<file path="config.mk">
export PLATFORM = sky130hd
export DESIGN_NAME = xc_aesmix_ctrl_flat
export DESIGN_NICKNAME = d
export VERILOG_FILES = /design/src/rtl/xc_aesmix_ctrl_pkg.sv /design/src/rtl/xc_aesmix_ctrl_if.sv /design/src/rtl/xc_aesmix_ctrl.sv /design/src/flat_wrapper.sv
export SDC_FILE = /design/constraint.sdc
export NUM_CORES = 1
export LEC_CHECK = 0
export CAP_MARGIN = 20
export CORE_MARGIN = 2
export CORE_UTILIZATION = 45
export CTS_CLUSTER_SIZE = 12
export DETAILED_ROUTE_END_ITERATION = 6
export PLACE_DENSITY_LB_ADDON = 0.08
export SLEW_MARGIN = 20
export SYNTH_ARGS = -nofsm -noshare
export SYNTH_HDL_FRONTEND = slang
export SYNTH_SLANG_ARGS = --single-unit
</file>
<file path="constraint.sdc">
create_clock -name clock -period 3.4 [get_ports clock]
set_input_delay 0.68 -clock clock [delete_from_list [all_inputs] [get_ports clock]]
set_output_delay 0.68 -clock clock [all_outputs]
set_load 0.01 [all_outputs]
</file>
<file path="src/rtl/xc_aesmix_ctrl_pkg.sv">
// Shared constants and types for the AES MixColumns sequencing controller.
// FSM encodings are plain localparams so legacy code can compare against them directly.
package xc_aesmix_ctrl_pkg;

   localparam int COLW = 2;
   localparam int STW  = 2;

   localparam logic [STW-1:0] IDLE = 2'd0;
   localparam logic [STW-1:0] RUN  = 2'd1;
   localparam logic [STW-1:0] DONE = 2'd2;

   typedef logic [31:0]       col_t;
   typedef logic [3:0][31:0]  state_buf_t;

endpackage

</file>
<file path="src/rtl/xc_aesmix_ctrl_if.sv">
// Request, result and datapath-side signals of the MixColumns controller.
// slave is the controller's view; master is the view of the parent/datapath driving it.
interface xc_aesmix_ctrl_if;

   logic         in_valid;
   logic         in_ready;
   logic [127:0] in_state;
   logic         in_enc;
   logic         flush;
   logic         out_valid;
   logic         out_ready;
   logic [127:0] out_state;
   logic         mix_valid;
   logic [31:0]  mix_rs1;
   logic [31:0]  mix_rs2;
   logic [31:0]  mix_enc;
   logic         mix_ready;
   logic [31:0]  mix_result;

   modport slave (
      input  in_valid, in_state, in_enc, flush, out_ready, mix_ready, mix_result,
      output in_ready, out_valid, out_state, mix_valid, mix_rs1, mix_rs2, mix_enc
   );

   modport master (
      output in_valid, in_state, in_enc, flush, out_ready, mix_ready, mix_result,
      input  in_ready, out_valid, out_state, mix_valid, mix_rs1, mix_rs2, mix_enc
   );

endinterface

</file>
<file path="src/rtl/xc_aesmix_ctrl.sv">
// Sequences one 128-bit AES state through a shared single-column MixColumns datapath.
// Latency NCOLS+1 cycles from accept with mix_ready=1; stalls hold all outputs, result held until out_ready.
module xc_aesmix_ctrl
   import xc_aesmix_ctrl_pkg::*;
#(
   parameter int NCOLS     = 4,
   parameter bit ZERO_IDLE = 1'b1
) (
   input logic             clock,
   input logic             reset,
   xc_aesmix_ctrl_if.slave bus
);

   localparam logic [COLW-1:0] LAST_COL = COLW'(NCOLS - 1);

   logic [STW-1:0]  state_q, state_d;
   logic [COLW-1:0] col_q, col_d;
   state_buf_t      buf_q, buf_d;
   logic            enc_q, enc_d;
   col_t            hold_q, hold_d;
   col_t            mix_word;
   logic            run;

   assign run = (state_q == RUN);

   always_comb begin
      state_d = state_q;
      col_d   = col_q;
      buf_d   = buf_q;
      enc_d   = enc_q;
      hold_d  = run ? buf_q[col_q] : hold_q;

      // flush wins over every handshake, including a mix_ready in the same cycle
      if (bus.flush) begin
         state_d = IDLE;
         col_d   = '0;
      end else begin
         case (state_q)
            IDLE: begin
               if (bus.in_valid) begin
                  buf_d   = bus.in_state;
                  enc_d   = bus.in_enc;
                  col_d   = '0;
                  state_d = RUN;
               end
            end
            RUN: begin
               if (bus.mix_ready) begin
                  buf_d[col_q] = bus.mix_result;
                  if (col_q == LAST_COL) begin
                     state_d = DONE;
                  end else begin
                     col_d = col_q + COLW'(1);
                  end
               end
            end
            DONE: begin
               if (bus.out_ready) begin
                  state_d = IDLE;
               end
            end
            default: begin
               state_d = IDLE;
            end
         endcase
      end
   end

   always_ff @(posedge clock) begin
      if (reset) begin
         state_q <= IDLE;
         col_q   <= '0;
         buf_q   <= '0;
         enc_q   <= 1'b0;
         hold_q  <= '0;
      end else begin
         state_q <= state_d;
         col_q   <= col_d;
         buf_q   <= buf_d;
         enc_q   <= enc_d;
         hold_q  <= hold_d;
      end
   end

   // hold_q keeps the last issued word for builds without operand isolation
   assign mix_word = run ? buf_q[col_q] : (ZERO_IDLE ? '0 : hold_q);

   assign bus.in_ready  = (state_q == IDLE);
   assign bus.out_valid = (state_q == DONE);
   assign bus.out_state = buf_q;
   assign bus.mix_valid = run;
   assign bus.mix_rs1   = mix_word;
   assign bus.mix_rs2   = mix_word;
   assign bus.mix_enc   = {31'b0, enc_q};

endmodule
</file>
<file path="src/flat_wrapper.sv">
// flat-port wrapper written by rule: the top's interface ports become plain ports
module xc_aesmix_ctrl_flat import xc_aesmix_ctrl_pkg::*;
#(
   parameter int NCOLS     = 4,
   parameter bit ZERO_IDLE = 1'b1
)
  (clock, reset, bus_in_valid, bus_in_state, bus_in_enc, bus_flush, bus_out_ready, bus_mix_ready, bus_mix_result, bus_in_ready, bus_out_valid, bus_out_state, bus_mix_valid, bus_mix_rs1, bus_mix_rs2, bus_mix_enc);
  xc_aesmix_ctrl_if bus_i ();
  input logic clock;
  input logic reset;
  input wire logic [$bits(bus_i.in_valid)-1:0] bus_in_valid;
  input wire logic [$bits(bus_i.in_state)-1:0] bus_in_state;
  input wire logic [$bits(bus_i.in_enc)-1:0] bus_in_enc;
  input wire logic [$bits(bus_i.flush)-1:0] bus_flush;
  input wire logic [$bits(bus_i.out_ready)-1:0] bus_out_ready;
  input wire logic [$bits(bus_i.mix_ready)-1:0] bus_mix_ready;
  input wire logic [$bits(bus_i.mix_result)-1:0] bus_mix_result;
  output wire logic [$bits(bus_i.in_ready)-1:0] bus_in_ready;
  output wire logic [$bits(bus_i.out_valid)-1:0] bus_out_valid;
  output wire logic [$bits(bus_i.out_state)-1:0] bus_out_state;
  output wire logic [$bits(bus_i.mix_valid)-1:0] bus_mix_valid;
  output wire logic [$bits(bus_i.mix_rs1)-1:0] bus_mix_rs1;
  output wire logic [$bits(bus_i.mix_rs2)-1:0] bus_mix_rs2;
  output wire logic [$bits(bus_i.mix_enc)-1:0] bus_mix_enc;
  assign bus_i.in_valid = bus_in_valid;
  assign bus_i.in_state = bus_in_state;
  assign bus_i.in_enc = bus_in_enc;
  assign bus_i.flush = bus_flush;
  assign bus_i.out_ready = bus_out_ready;
  assign bus_i.mix_ready = bus_mix_ready;
  assign bus_i.mix_result = bus_mix_result;
  assign bus_in_ready = bus_i.in_ready;
  assign bus_out_valid = bus_i.out_valid;
  assign bus_out_state = bus_i.out_state;
  assign bus_mix_valid = bus_i.mix_valid;
  assign bus_mix_rs1 = bus_i.mix_rs1;
  assign bus_mix_rs2 = bus_i.mix_rs2;
  assign bus_mix_enc = bus_i.mix_enc;
  xc_aesmix_ctrl #(.NCOLS(NCOLS), .ZERO_IDLE(ZERO_IDLE)) u_core (.clock(clock), .reset(reset), .bus(bus_i));
endmodule
</file>
==> out/metrics.yaml, run 1 <==
avgSynthCellArea_um2: 9.33
synthesis.area_mm2: 0.00980
antenna_found_initial: 0
cp.arrival_ns: 2.50
reg2reg_depth: 7
min_period_over_period_pct: 93.5
detail_route.wl_per_cell_um: 20.3
routed_wirelength_mm: 32.5
vias_per_cell: 5.47
timing.rr.end: "u_core.bus.out_state[88]$_SDFFE_PP0P_"
p_per_area_mw_per_mm2: 336
critPathLaunchType: "register"
grt_pass1_wl_mm: 48.2
coreArea_mm2: 0.0212
clk_pin_slew_ns: 0.06
synth.distinct_cells: 34
worst_pin_slew_ns: 1.04
yosys-top-cells-count: "dfxtp_1, a21oi_1, nand2b_1, nand4b_1, nor2b_1"
place.gp.congestion: 0.800
syn_inst: 1050
end_kind: "output port"
endpoint: "bus_mix_rs2[25]"
multi_input_area_mm2: 0.00616
rows: 53
firstDrtPassIters: 4
rsz0062_at_grt: "false"
area_growth_pct: 39.5
peakVddDrop_v: 0.000310
postCtsSetupRepairBufs: 0
r2r_slack_ns: 0.69
grt_pass1_vias: 8520
fillers: 1844
maxCapViolCount: 0
grt_max_degree: 122
crit_path_start: "u_core.col_q[0]$_SDFFE_PP0P_"
r2r-start: "u_core.col_q[0]$_SDFFE_PP0P_"
synth_top_area_share_pct: 27.2
ctsRootBufferMaster: "clkbuf_16"
drive_gt1_share_pct: 15.0
grt_overflow_total: 0
fin_crit_ns: 3.18
die_x_um: 152
h-tree-depth: 4
yosysWarningCount: 0
cts_sinks: 133
setup_viol: 0
slew_headroom_pct: 30.7
die_area_mm2: 0.0230
fin_setup_tns_ns: 0
drv_slew: 0
drtIter0Drc: 511
synth_area_leaders: "dfxtp_1, nand4b_1, mux2_2"
cts_resized: 0
worstPathMaxFanout: 15
yosys.area.top_type: "dfxtp_1"
fin_nets: 1481
p_leak_nw: 5.10
max_clock_freq_mhz: 315
tritoncts: "built"
synth_edf_count: 0
route.detailed.drc: 0
crit_required_ns: 2.72
ys_ff_latch: 133
port_buffers: 362
regArea_mm2: 0.00267
chipHeight_um: 152
grt_use_total_pct: 27.3
cts_buffer_depth: 2
cts_buffers: 17
hold_buffers: 0
start_util_pct: 46.2
power.total_w: 0.00460
hp-class: "register to register"
synth_ff_type: "dfxtp_1"
ys_seq_area_share_pct: 27.2
num_vias: 8754
dp_hpwl_mm: 21.5
finalHoldViolations: 0
async_flop_share_pct: 0
synth_most_common_cell: "dfxtp_1"
insertion_delay_ns: 0.42
final.setup_skew_ns: 0.0161
outcome: "finished, final reports clean"
path_class: "register to output port"
drtAntennaViolNets: 0
io_pins: 394
metrics by stage:
stage          setup WS (ns)  std cells  utilization (%)  cell area [µm²]  hold WS, ns
3_3_place_gp           0.678       1566             61.5            13000        0.462
3_5_place_dp           0.635       1566             61.5            13000        0.475
5_1_grt               0.0929       1598             64.4            13700        0.514
6_report               0.220       1599             64.4            13700        0.482
2_1_floorplan           1.06       1080                -             9910        0.449
4_1_cts                0.179       1598             64.4            13700        0.486
metal layers:
metal | up-vias | GRT usage, % | share of wire (%)
met5 | - | 0 | 0
met4 | 0 | 8.61 | 2.0
met3 | 38 | 5.12 | 7.0
met2 | 336 | 46.0 | 49
met1 | 4242 | 35.4 | 42
li1 | 4138 | - | -
layout by cell type, fill, tap and decap left out, drive strengths merged:
cell type / n
nor2b: 112
ha: 4
a21oi: 130
nand3: 1
mux2: 128
mux2i: 1
nor3: 2
o21ai: 5
clkbuf: 18
clkdlybuf4s50: 361
buf: 25
dfxtp: 133
clkinv: 6
conb: 31
and3: 4
nand2: 2
nand4b: 129
clkinvlp: 4
diode: 1
bufinv: 4
mux4: 32
nand3b: 1
nand2b: 129
o22ai: 1
o32ai: 1
o31ai: 1
and2b: 19
inv: 3
and2: 32
nor2: 4
final cells by class:
cell class / count / area share (%)
diodes: 1 / 0.0183
clock buffers: 18 / 3.21
clock inverters: 14 / 1.35
inverters: 3 / 0.0824
multi-input cells: 769 / 45.1
flip-flops and latches: 133 / 19.5
well taps: 275 / 2.52
repair buffers: 386 / 28.2
flip-flops by register name, summed over array words and instances (netlist names):
signal,count
u_core.col_q,2
u_core.bus.out_state,128
u_core.state_q,2
u_core.enc_q,1
critical path, stage by stage, from the launching register on:
cell             delay (ns)
dfxtp_2                0.70
buf_4                  0.38
mux4_2                 0.34
and2_1                 0.18
clkdlybuf4s50_1        0.48
cells by family (layout without fill, tap and decap cells):
group	after synthesis	after routing	synth area share [%]
and+or+nand+nor	435	435	31.3
muxes	161	161	22.2
AOI/OAI and AO/OA	138	138	7.43
other	1	32	0.0383
buffers and inverters	178	421	11.4
adders and majority gates	4	4	0.511
DFF	133	133	27.2
worst min-delay path by stage:
stage	from	to	slack, ns	cells after the start
floorplan	u_core.enc_q$_SDFFE_PP0P_	u_core.enc_q$_SDFFE_PP0P_	0.45	2
global placement	u_core.enc_q$_SDFFE_PP0P_	u_core.enc_q$_SDFFE_PP0P_	0.46	2
detailed placement	u_core.enc_q$_SDFFE_PP0P_	u_core.enc_q$_SDFFE_PP0P_	0.48	2
CTS	u_core.enc_q$_SDFFE_PP0P_	u_core.enc_q$_SDFFE_PP0P_	0.49	2
global route	u_core.enc_q$_SDFFE_PP0P_	u_core.enc_q$_SDFFE_PP0P_	0.51	2
finish	u_core.enc_q$_SDFFE_PP0P_	u_core.enc_q$_SDFFE_PP0P_	0.48	2
power breakdown:
part	switching [W]	total, W	leakage [nW]	internal (W)
registers	0.0000693	0.00171	1.09	0.00164
logic	0.000380	0.000912	3.71	0.000532
clock network	0.000738	0.00198	0.297	0.00124
total	0.00119	0.00460	5.10	0.00341
Note: power is estimated with default switching activity, not from simulation.
==> inputs of run 2 (changes only) <==
--- a/config.mk
+++ b/config.mk
@@ -6,8 +6,10 @@
 export NUM_CORES = 1
 export LEC_CHECK = 0
 export CAP_MARGIN = 20
+export CELL_PAD_IN_SITES_DETAIL_PLACEMENT = 0
+export CELL_PAD_IN_SITES_GLOBAL_PLACEMENT = 1
 export CORE_MARGIN = 2
-export CORE_UTILIZATION = 45
+export CORE_UTILIZATION = 32
 export CTS_CLUSTER_SIZE = 12
 export DETAILED_ROUTE_END_ITERATION = 6
 export PLACE_DENSITY_LB_ADDON = 0.08
==> run 2 against run 1 <==
Against the previous run:
- clock-buffer cell count did not move
- utilization down 18 points
- global-route usage decreased by 5.9 points
- routed wire length up 8.5%
- via count down 0.17%
- clock power is 9% higher
- largest power group unchanged
==> out/metrics.yaml, run 2 (same netlist as run 1, synthesis figures left out) <==
hold_buffers: 0  # unchanged
largest_reg_flops: 128  # unchanged
start_util_pct: 32.3  # -14 points
grt_use_total_pct: 21.4  # -5.9 points
worstPathMaxFanout: 11  # -4
setup_viol: 0  # unchanged
cts_resized: 0  # unchanged
vias_per_cell: 5.06  # -7.5%
path_class: "register to output port"
fin_crit_ns: 3.10  # -0.0806 ns
cp.arrival_ns: 2.42  # -0.08 ns
p_per_area_mw_per_mm2: 343  # +2.1%
io_pins: 394  # unchanged
drive_gt1_share_pct: 15.4  # +0.40 points
area_growth_pct: 42.3
detail_route.wl_per_cell_um: 20.4  # +0.47%
worst_pin_slew_ns: 0.979  # -0.0603 ns
postCtsSetupRepairBufs: 0  # unchanged
grt_pass1_vias: 8484  # -0.42%
grt_pass1_wl_mm: 51.8  # +7.3%
antenna_found_initial: 3  # +3
fin_setup_tns_ns: 0  # unchanged
slew_headroom_pct: 34.7  # +4.0 points
coreArea_mm2: 0.0303  # +43%
max_clock_freq_mhz: 323  # +2.6%
mostFrequentLayoutCells: "clkdlybuf4s50_1, a21oi_1, nand4b_1, nand2b_1, dfxtp_1"
drtAntennaViolNets: 0  # unchanged
min_period_over_period_pct: 91.1  # -2.4 points
tritoncts: "built"
p_leak_nw: 5.17  # +1.3%
port_buffers: 362  # unchanged
cts_buffer_depth: 2  # unchanged
dp_hpwl_mm: 23.3  # +8.7%
grt_overflow_total: 0  # unchanged
drtIter0Drc: 517  # +1.2%
end_kind: "output port"
maxCapViolCount: 0  # unchanged
postLayoutCellArea_mm2: 0.0140  # +2.1%
outcome: "finished, final reports clean"
crit_required_ns: 2.72  # about the same
finalHoldViolations: 0  # unchanged
insertion_delay_ns: 0.43  # about the same
routed_wirelength_mm: 35.2  # +8.5%
peakVddDrop_v: 0.000265  # -14%
h-tree-depth: 4  # unchanged
cts_buffers: 17  # unchanged
cts_sinks: 133  # unchanged
fin_nets: 1488  # +0.47%
chipHeight_um: 179  # +18%
switching_share_pct: 25.5  # -0.30 points
final.setup_skew_ns: 0.0159  # -0.000199 ns
r2r_slack_ns: 0.98  # +0.29 ns
hp-class: "register to register"
die_x_um: 179  # +18%
clockPowerShare_pct: 45.1  # +2.1 points
clk_pin_slew_ns: 0.06  # about the same
power.total_w: 0.00479  # +4.2%
pwr-share-seq_pct: 35.6  # -1.5 points
timing.rr.end: "u_core.bus.out_state[79]$_SDFFE_PP0P_"
place.gp.congestion: 0.751  # -6.1%
critPathLaunchType: "register"
drv_slew: 0  # unchanged
min_to: "u_core.enc_q$_SDFFE_PP0P_"
whs_path_depth: 2  # unchanged
final_common_cell: "clkdlybuf4s50_1"
rsz0062_at_grt: "false"
grt_max_degree: 130  # +6.6%
route.detailed.drc: 0  # unchanged
p_sw_w: 0.00122  # +3.0%
dpl_cell_area_mm2: 0.0133  # +1.8%
p_int_w: 0.00357  # +4.7%
firstDrtPassIters: 4  # unchanged
ctsRootBufferMaster: "clkbuf_16"
rows: 64  # +21%
r2r-start: "u_core.col_q[1]$_SDFFE_PP0P_"
reg2reg_depth: 6  # -1
min_from: "u_core.enc_q$_SDFFE_PP0P_"
num_vias: 8739  # -0.17%
combPwrFrac_pct: 19.3  # -0.5 points
die_area_mm2: 0.0320  # +39%
## run 2: stage by stage
stage	setup WS, ns	hold slack (ns)	util (%)	std cells
floorplan	1.06	0.449	-	1080
global placement	0.516	0.459	43.7	1694
detailed placement	0.446	0.463	43.7	1694
CTS	0.252	0.472	45.9	1724
global route	0.145	0.522	46.0	1725
finish	0.301	0.467	46.0	1726
## run 2: power by group through the flow
stage / Combinational (W) / Sequential (W) / Clock (W)
after floorplan: 0.000452 / 0.00175 / 0
after global placement: 0.000926 / 0.00174 / 0
after detailed placement: 0.000933 / 0.00174 / 0
after CTS: 0.000937 / 0.00171 / 0.00220
after global routing: 0.00100 / 0.00172 / 0.00227
final: 0.000926 / 0.00171 / 0.00216
## run 2: layout make-up
type,count,area (µm²)
clock inverter,12,228
sequential,133,2670
antenna,2,5.00
clock buffer,18,439
timing repair buffer,393,3940
inverter,3,11.3
tap,396,495
multi-input combinational,769,6160
fill,2949,16400
## run 2: critical path, stage by stage (launching register included)
cell and delay (ns):
dfxtp_2 0.48, buf_4 0.33, mux4_2 0.54, and2_1 0.17, clkdlybuf4s50_1 0.47
## run 2: worst max path at each step
stage | start | endpoint | slack, ns | cells past startpoint
after detailed placement | bus_mix_ready | u_core.bus.out_state[83]$_SDFFE_PP0P_ | 0.45 | 5
after global routing | u_core.col_q[0]$_SDFFE_PP0P_ | bus_mix_rs2[0] | 0.15 | 4
after CTS | u_core.col_q[0]$_SDFFE_PP0P_ | bus_mix_rs2[1] | 0.25 | 4
after global placement | bus_mix_ready | u_core.bus.out_state[95]$_SDFFE_PP0P_ | 0.52 | 5
final | u_core.col_q[0]$_SDFFE_PP0P_ | bus_mix_rs2[1] | 0.30 | 4
after floorplan | u_core.col_q[0]$_SDFFE_PP0P_ | u_core.bus.out_state[16]$_SDFFE_PP0P_ | 1.06 | 10
## run 2: layer usage
layer	up-vias	GRT usage (%)	wire (µm)
li1	4160	-	-
met1	4274	29.1	16200
met2	273	34.5	16500
met3	30	4.58	2090
met4	2	5.28	481
met5	-	0	13
